### src/rtl/jellyvl_stream_pkg.sv
// Shared helpers for the jellyvl valid/ready stream blocks.
//   ptr_width(depth) : bits needed to index a depth-entry buffer
//   occ_width(depth) : bits needed to count 0..depth entries
package jellyvl_stream_pkg;

  // A single-entry buffer still needs a 1-bit pointer to keep vectors legal.
  function automatic int unsigned ptr_width(input int unsigned depth);
    return (depth > 1) ? $clog2(depth) : 1;
  endfunction

  function automatic int unsigned occ_width(input int unsigned depth);
    return $clog2(depth + 1);
  endfunction

endpackage

### src/rtl/jellyvl_ready_delay_fifo.sv
// DEPTH-entry first-word-fall-through circular buffer used by jellyvl_ready_delay.
// Ports:
//   clk, rst       : clock, asynchronous active-high reset
//   cke            : clock enable, 0 holds all state
//   push/push_data : write one entry (caller guarantees not full)
//   pop            : drop the head entry (caller guarantees not empty)
//   occ_next       : occupancy after this cycle's push/pop
//   head           : current head entry, INIT_DATA when empty
//   head_valid     : buffer holds at least one entry
module jellyvl_ready_delay_fifo
  import jellyvl_stream_pkg::*;
#(
  parameter type         t_data    = logic [8-1:0],
  parameter int unsigned DEPTH     = 4,
  parameter t_data       INIT_DATA = 'x
) (
  input  logic                          clk,
  input  logic                          rst,
  input  logic                          cke,
  input  logic                          push,
  input  t_data                         push_data,
  input  logic                          pop,
  output logic [occ_width(DEPTH)-1:0]   occ_next,
  output t_data                         head,
  output logic                          head_valid
);

  localparam int unsigned PW = ptr_width(DEPTH);
  localparam int unsigned OW = occ_width(DEPTH);

  typedef logic [PW-1:0] ptr_t;
  typedef logic [OW-1:0] occ_t;

  localparam ptr_t PTR_LAST = PW'(DEPTH - 1);

  t_data mem [DEPTH];
  ptr_t  wr_ptr;
  ptr_t  rd_ptr;
  occ_t  occ;

  // Explicit wrap so DEPTH need not be a power of two.
  function automatic ptr_t ptr_inc(input ptr_t p);
    return (p == PTR_LAST) ? '0 : p + 1'b1;
  endfunction

  always_comb begin
    occ_next = occ + occ_t'(push) - occ_t'(pop);
  end

  always_ff @(posedge clk or posedge rst) begin
    if (rst) begin
      wr_ptr <= '0;
      rd_ptr <= '0;
      occ    <= '0;
      for (int unsigned i = 0; i < DEPTH; i++) begin
        mem[i] <= '0;
      end
    end else if (cke) begin
      if (push) begin
        mem[wr_ptr] <= push_data;
        wr_ptr      <= ptr_inc(wr_ptr);
      end
      if (pop) begin
        rd_ptr <= ptr_inc(rd_ptr);
      end
      occ <= occ_next;
    end
  end

  // Head is read from storage only, so a pushed beat appears one cycle later.
  assign head_valid = (occ != '0);
  assign head       = head_valid ? mem[rd_ptr] : INIT_DATA;

endmodule

### src/rtl/jellyvl_ready_delay.sv
// Valid/ready register slice that retimes the ready path by LATENCY cycles.
// s_ready is a flop output with no combinational path from m_ready; a small
// FWFT buffer absorbs the beats still in flight while the delayed ready
// catches up. LATENCY==0 is a plain wire-through.
// Ports:
//   clk, rst          : clock, asynchronous active-high reset
//   cke               : clock enable, 0 freezes all state
//   s_data/s_valid    : upstream payload and valid
//   s_ready           : upstream ready (registered when LATENCY>0)
//   m_data/m_valid    : downstream payload (buffer head) and valid
//   m_ready           : downstream ready
module jellyvl_ready_delay
  import jellyvl_stream_pkg::*;
#(
  parameter type         t_data    = logic [8-1:0],
  parameter int unsigned LATENCY   = 1,
  parameter int unsigned DEPTH     = 4,
  parameter t_data       INIT_DATA = 'x
) (
  input  logic  clk,
  input  logic  rst,
  input  logic  cke,
  input  t_data s_data,
  input  logic  s_valid,
  output logic  s_ready,
  output t_data m_data,
  output logic  m_valid,
  input  logic  m_ready
);

  if (LATENCY == 0) begin : g_bypass

    assign s_ready = m_ready;
    assign m_data  = s_data;
    assign m_valid = s_valid;

    logic unused_bypass;
    assign unused_bypass = ^{clk, rst, cke};

  end else begin : g_delay

    if (DEPTH < LATENCY + 1) begin : g_depth_check
      $error("jellyvl_ready_delay: DEPTH (%0d) must be >= LATENCY+1 (%0d)", DEPTH, LATENCY + 1);
    end

    localparam int unsigned OW = occ_width(DEPTH);

    // Ready is granted only while enough free entries remain to absorb every
    // beat that can still arrive during the LATENCY cycles the pipe lags.
    localparam logic [OW-1:0] RDY_LIMIT = OW'(DEPTH - LATENCY);

    logic                push;
    logic                pop;
    logic [OW-1:0]       occ_next;
    logic [LATENCY-1:0]  rdy;

    assign push = cke & s_valid & s_ready;
    assign pop  = cke & m_valid & m_ready;

    jellyvl_ready_delay_fifo #(
      .t_data    (t_data),
      .DEPTH     (DEPTH),
      .INIT_DATA (INIT_DATA)
    ) u_fifo (
      .clk        (clk),
      .rst        (rst),
      .cke        (cke),
      .push       (push),
      .push_data  (s_data),
      .pop        (pop),
      .occ_next   (occ_next),
      .head       (m_data),
      .head_valid (m_valid)
    );

    always_ff @(posedge clk or posedge rst) begin
      if (rst) begin
        rdy <= '0;
      end else if (cke) begin
        rdy[0] <= (occ_next <= RDY_LIMIT);
        for (int unsigned i = 1; i < LATENCY; i++) begin
          rdy[i] <= rdy[i-1];
        end
      end
    end

    assign s_ready = rdy[LATENCY-1];

  end

endmodule
### config.mk
export PLATFORM = sky130hd
export DESIGN_NAME = jellyvl_ready_delay
export DESIGN_NICKNAME = d
export VERILOG_FILES = /design/src/rtl/jellyvl_stream_pkg.sv /design/src/rtl/jellyvl_ready_delay_fifo.sv /design/src/rtl/jellyvl_ready_delay.sv
export SDC_FILE = /design/constraint.sdc
export NUM_CORES = 1
export LEC_CHECK = 0
export CORE_AREA = 5 5 68 70
export CTS_CLUSTER_SIZE = 14
export DETAILED_ROUTE_END_ITERATION = 10
export DIE_AREA = 0 0 73 75
export GPL_TIMING_DRIVEN = 0
export PLACE_DENSITY = 0.76
export SYNTH_ARGS = -nofsm -noshare
export SYNTH_HDL_FRONTEND = slang
export SYNTH_HIERARCHICAL = 1
export SYNTH_SLANG_ARGS = --single-unit
### constraint.sdc
create_clock -name clk -period 2.85 [get_ports clk]
set_input_delay 0.285 -clock clk [delete_from_list [all_inputs] [get_ports clk]]
set_output_delay 0.285 -clock clk [all_outputs]
set_load 0.005 [all_outputs]
==> load_flow_metrics.sql <==
INSERT INTO impl_metrics (metric_group, metric, value, unit) VALUES
('run_status', 'status', 'finished, final reports clean', ''),
('floorplan', 'effective_utilization_at_floorplan', '48.82', '%'),
('routing', 'wirelength', '3417', 'um'),
('timing', 'timing.slew.headroom', '57.55', '%'),
('placed_design', 'gpl.final_weighted_congestion', '0.7071', ''),
('cells_and_area', 'fin_nets', '177', ''),
('placed_design', 'buffer_ports.inserted', '22', ''),
('cells_and_area', 'area_growth', '22.27', '%'),
('cells_and_area', 'fin_area', '2336', 'um^2'),
('global_route', 'global_route_wire_length_before_repair', '6092', 'um'),
('min_path', 'min_path_type', 'input pin to asynchronous set/reset pin', ''),
('timing', 'fin_crit_sh', '87.39', '%'),
('floorplan', 'num_rows', '23', ''),
('yosys', 'synth_top_area_share', '52.39', '%'),
('floorplan', 'io_pins', '23', ''),
('timing', 'hold_slack', '0.1486', 'ns'),
('floorplan', 'floorplan.die.width', '73', 'um'),
('yosys', 'ys_ff_latch', '40', ''),
('power_and_ir_drop', 'post-layout-total-power', '2.363', 'mW'),
('clock_network', 'numCtsBuffers', '5', ''),
('routing', 'initialDrtViolationCount', '28', ''),
('critical_path', 'worst-path-max-fanout', '3', ''),
('routing', 'met3_length', '152', 'um'),
('critical_path', 'critical_path_class', 'register to register', ''),
('power_and_ir_drop', 'comb_power_share', '40.5', '%'),
('placed_design', 'place_worst_setup_slack', '0.3081', 'ns'),
('clock_network', 'post_cts_buffers', '0', ''),
('critical_path', 'end_kind', 'register', ''),
('yosys', 'synth_compound_area_share', '1.572', '%'),
('timing', 'final_hold_viol_count', '0', ''),
('yosys', 'synth_nets', '147', ''),
('global_route', 'initial_antenna_violation_count', '0', ''),
('yosys', 'synth_area_leader_cell', 'sky130_fd_sc_hd__dfrtp_1', ''),
('power_and_ir_drop', 'power_density', '1012', 'nW/um^2'),
('clock_network', 'clk_transition_reported_paths', '0.08', 'ns'),
('yosys', 'synth.area.mux_share', '29.47', '%'),
('floorplan', 'die_height', '75', 'um'),
('yosys', 'yosysWarnings', '6', ''),
('yosys', 'synth.area.top_cells', 'sky130_fd_sc_hd__dfrtp_1, sky130_fd_sc_hd__mux2_2, sky130_fd_sc_hd__mux4_2, sky130_fd_sc_hd__ha_1, sky130_fd_sc_hd__nand3_4', ''),
('routing', 'via_per_inst', '5.300', ''),
('clock_network', 'clkSinkCount', '40', ''),
('routing', 'route.layer.met1.wl', '1437', 'um'),
('timing', 'finalSetupViolCount', '0', ''),
('clock_network', 'clock_root_buffer_master', 'sky130_fd_sc_hd__clkbuf_8', ''),
('power_and_ir_drop', 'cellInternalPower', '1.681', 'mW'),
('routing', 'via_count', '1097', ''),
('placed_design', 'hpwl', '2486', 'um'),
('critical_path', 'startpoint_type', 'register', ''),
('power_and_ir_drop', 'power.switching_fraction', '28.87', '%'),
('power_and_ir_drop', 'sequentialPowerShare', '39.8', '%'),
('yosys', 'synthXorXnorAreaFrac', '1.375', '%'),
('global_route', 'first_global_vias', '1274', ''),
('cells_and_area', 'n_antenna_cell', '0', ''),
('timing', 'rsz0062_at_grt', 'no', ''),
('routing', 'route.detailed.drc', '0', ''),
('timing', 'post-route-worst-setup-slack', '0.3594', 'ns'),
('routing', 'top_layer', 'met4', ''),
('floorplan', 'coreArea', '3914', 'um^2'),
('routing', 'met2_length', '1801', 'um'),
('floorplan', 'dieArea', '5475', 'um^2'),
('timing', 'setup_total_neg_slack', '0', 'ns'),
('clock_network', 'clk-insertion-delay-late', '0.29', 'ns'),
('critical_path', 'worstPathRequired', '3.02', 'ns'),
('yosys', 'synth.lib_cells_used.distinct', '22', ''),
('clock_network', 'cts-htree-levels', '2', ''),
('timing', 'clock.fmax', '0.4015', 'GHz'),
('timing', 'timing_worst_slew_pin_value', '0.6360', 'ns'),
('clock_network', 'tritoncts_clock_tree', 'built', ''),
('yosys', 'synth_area_per_cell', '15.16', 'um^2'),
('yosys', 'synth_sequential_area_ratio', '52.39', '%'),
('routing', 'routedWlPerCell', '16.51', 'um');
## critical path, stage by stage, from the launching register on
cell                      delay [ns]
sky130_fd_sc_hd__dfrtp_1        0.42
sky130_fd_sc_hd__or3_1          0.37
sky130_fd_sc_hd__and3_2         0.22
sky130_fd_sc_hd__ha_1           0.27
sky130_fd_sc_hd__inv_1          0.04
sky130_fd_sc_hd__ha_1           0.18
sky130_fd_sc_hd__fa_1           0.38
sky130_fd_sc_hd__xor2_1         0.23
sky130_fd_sc_hd__xnor2_1        0.18
sky130_fd_sc_hd__a21oi_1        0.09
## per-stage QoR
stage          util (%)  cells
3_5_place_dp      56.75    199
4_1_cts           59.69    207
2_1_floorplan         -    126
5_1_grt           59.69    207
6_report          59.69    207
3_3_place_gp      56.04    198
## flip-flops by register name, summed over array words and instances, names as in the netlist
| signal | flops |
|---|---|
| g_delay.u_fifo/mem | 32 |
| g_delay.u_fifo/occ | 3 |
| g_delay.u_fifo/rd_ptr | 2 |
| g_delay.u_fifo/wr_ptr | 2 |
| s_ready | 1 |
## cell usage in the layout (no fill, tap or decap)
cell type / Yosys / final
sky130_fd_sc_hd__a21o_1: 2 / 2
sky130_fd_sc_hd__xor2_1: 2 / 2
sky130_fd_sc_hd__and3_2: 1 / 1
sky130_fd_sc_hd__buf_4: 2 / 2
sky130_fd_sc_hd__nand3_4: 3 / 3
sky130_fd_sc_hd__fa_1: 1 / 1
sky130_fd_sc_hd__or3_1: 1 / 1
sky130_fd_sc_hd__clkbuf_8: 1 / 6
sky130_fd_sc_hd__o21ai_0: 2 / 2
sky130_fd_sc_hd__clkinvlp_4: 0 / 1
sky130_fd_sc_hd__xnor2_1: 1 / 1
sky130_fd_sc_hd__and3_1: 1 / 1
sky130_fd_sc_hd__nor2_1: 2 / 2
sky130_fd_sc_hd__nor3_1: 2 / 2
sky130_fd_sc_hd__clkdlybuf4s50_1: 0 / 22
sky130_fd_sc_hd__bufinv_16: 0 / 1
sky130_fd_sc_hd__inv_1: 9 / 9
sky130_fd_sc_hd__inv_6: 0 / 1
sky130_fd_sc_hd__dfrtp_1: 40 / 40
sky130_fd_sc_hd__buf_16: 0 / 1
sky130_fd_sc_hd__nand2_1: 4 / 4
sky130_fd_sc_hd__mux2_2: 34 / 34
sky130_fd_sc_hd__nand3_2: 1 / 1
sky130_fd_sc_hd__mux4_2: 8 / 8
sky130_fd_sc_hd__ha_1: 7 / 7
sky130_fd_sc_hd__buf_2: 1 / 1
sky130_fd_sc_hd__a21oi_1: 1 / 1
## Yosys cell counts, drive strengths merged
cell type and number:
a21oi 1, inv 9, or3 1, nand3 4
xnor2 1, nor3 2, nor2 2, nand2 4
and3 2, buf 3, mux2 34, o21ai 2
dfrtp 40, clkbuf 1, xor2 2, fa 1
mux4 8, a21o 2, ha 7
## worst paths after layout
kind	start	endpoint	slack (ns)	cells after the start
worst max-delay path	g_delay.u_fifo/occ[1]	s_ready	0.36	9
min in group clk	g_delay.u_fifo/mem[16]	g_delay.u_fifo/mem[16]	0.50	1
worst min register to register	g_delay.u_fifo/mem[16]	g_delay.u_fifo/mem[16]	0.50	1
max in group asynchronous	rst	g_delay.u_fifo/mem[17]	1.90	3
worst max register to register	g_delay.u_fifo/occ[1]	s_ready	0.36	9
worst min-delay path	rst	s_ready	0.15	2
## metal layers
metal	GRT usage [%]	vias to the layer above
li1	-	510
met1	17.74	560
met2	26.61	23
met3	4.005	4
met4	4.303	0
met5	0	-
## area by class of cell
cell class                 instances  area, um^2
sequential                        40        1001
tap                               50       62.56
inverter                           9       33.78
multi-input combinational         73       842.1
timing repair buffer              23       247.7
fill                             328        1578
clock inverter                     3       46.29
clock buffer                       5       68.82
buffer                             4       33.78
## power groups by stage
stage	Combinational, mW	Clock (mW)	Sequential (mW)
floorplan	0.631	0	0.908
global placement	0.929	0	0.925
detailed placement	0.977	0	0.954
CTS	0.982	0.485	0.941
global route	1.07	0.507	0.973
finish	0.956	0.467	0.940
## cells by family after synthesis
logic type / count (synthesis)
multiplexers: 42
flip-flops: 40
AND/OR/NAND/NOR: 15
buffers and inverters: 13
adder cells (fa/ha/maj): 8
AO/OA/AOI/OAI: 5
XOR/XNOR: 3
Power figures use the tool's default switching activity.
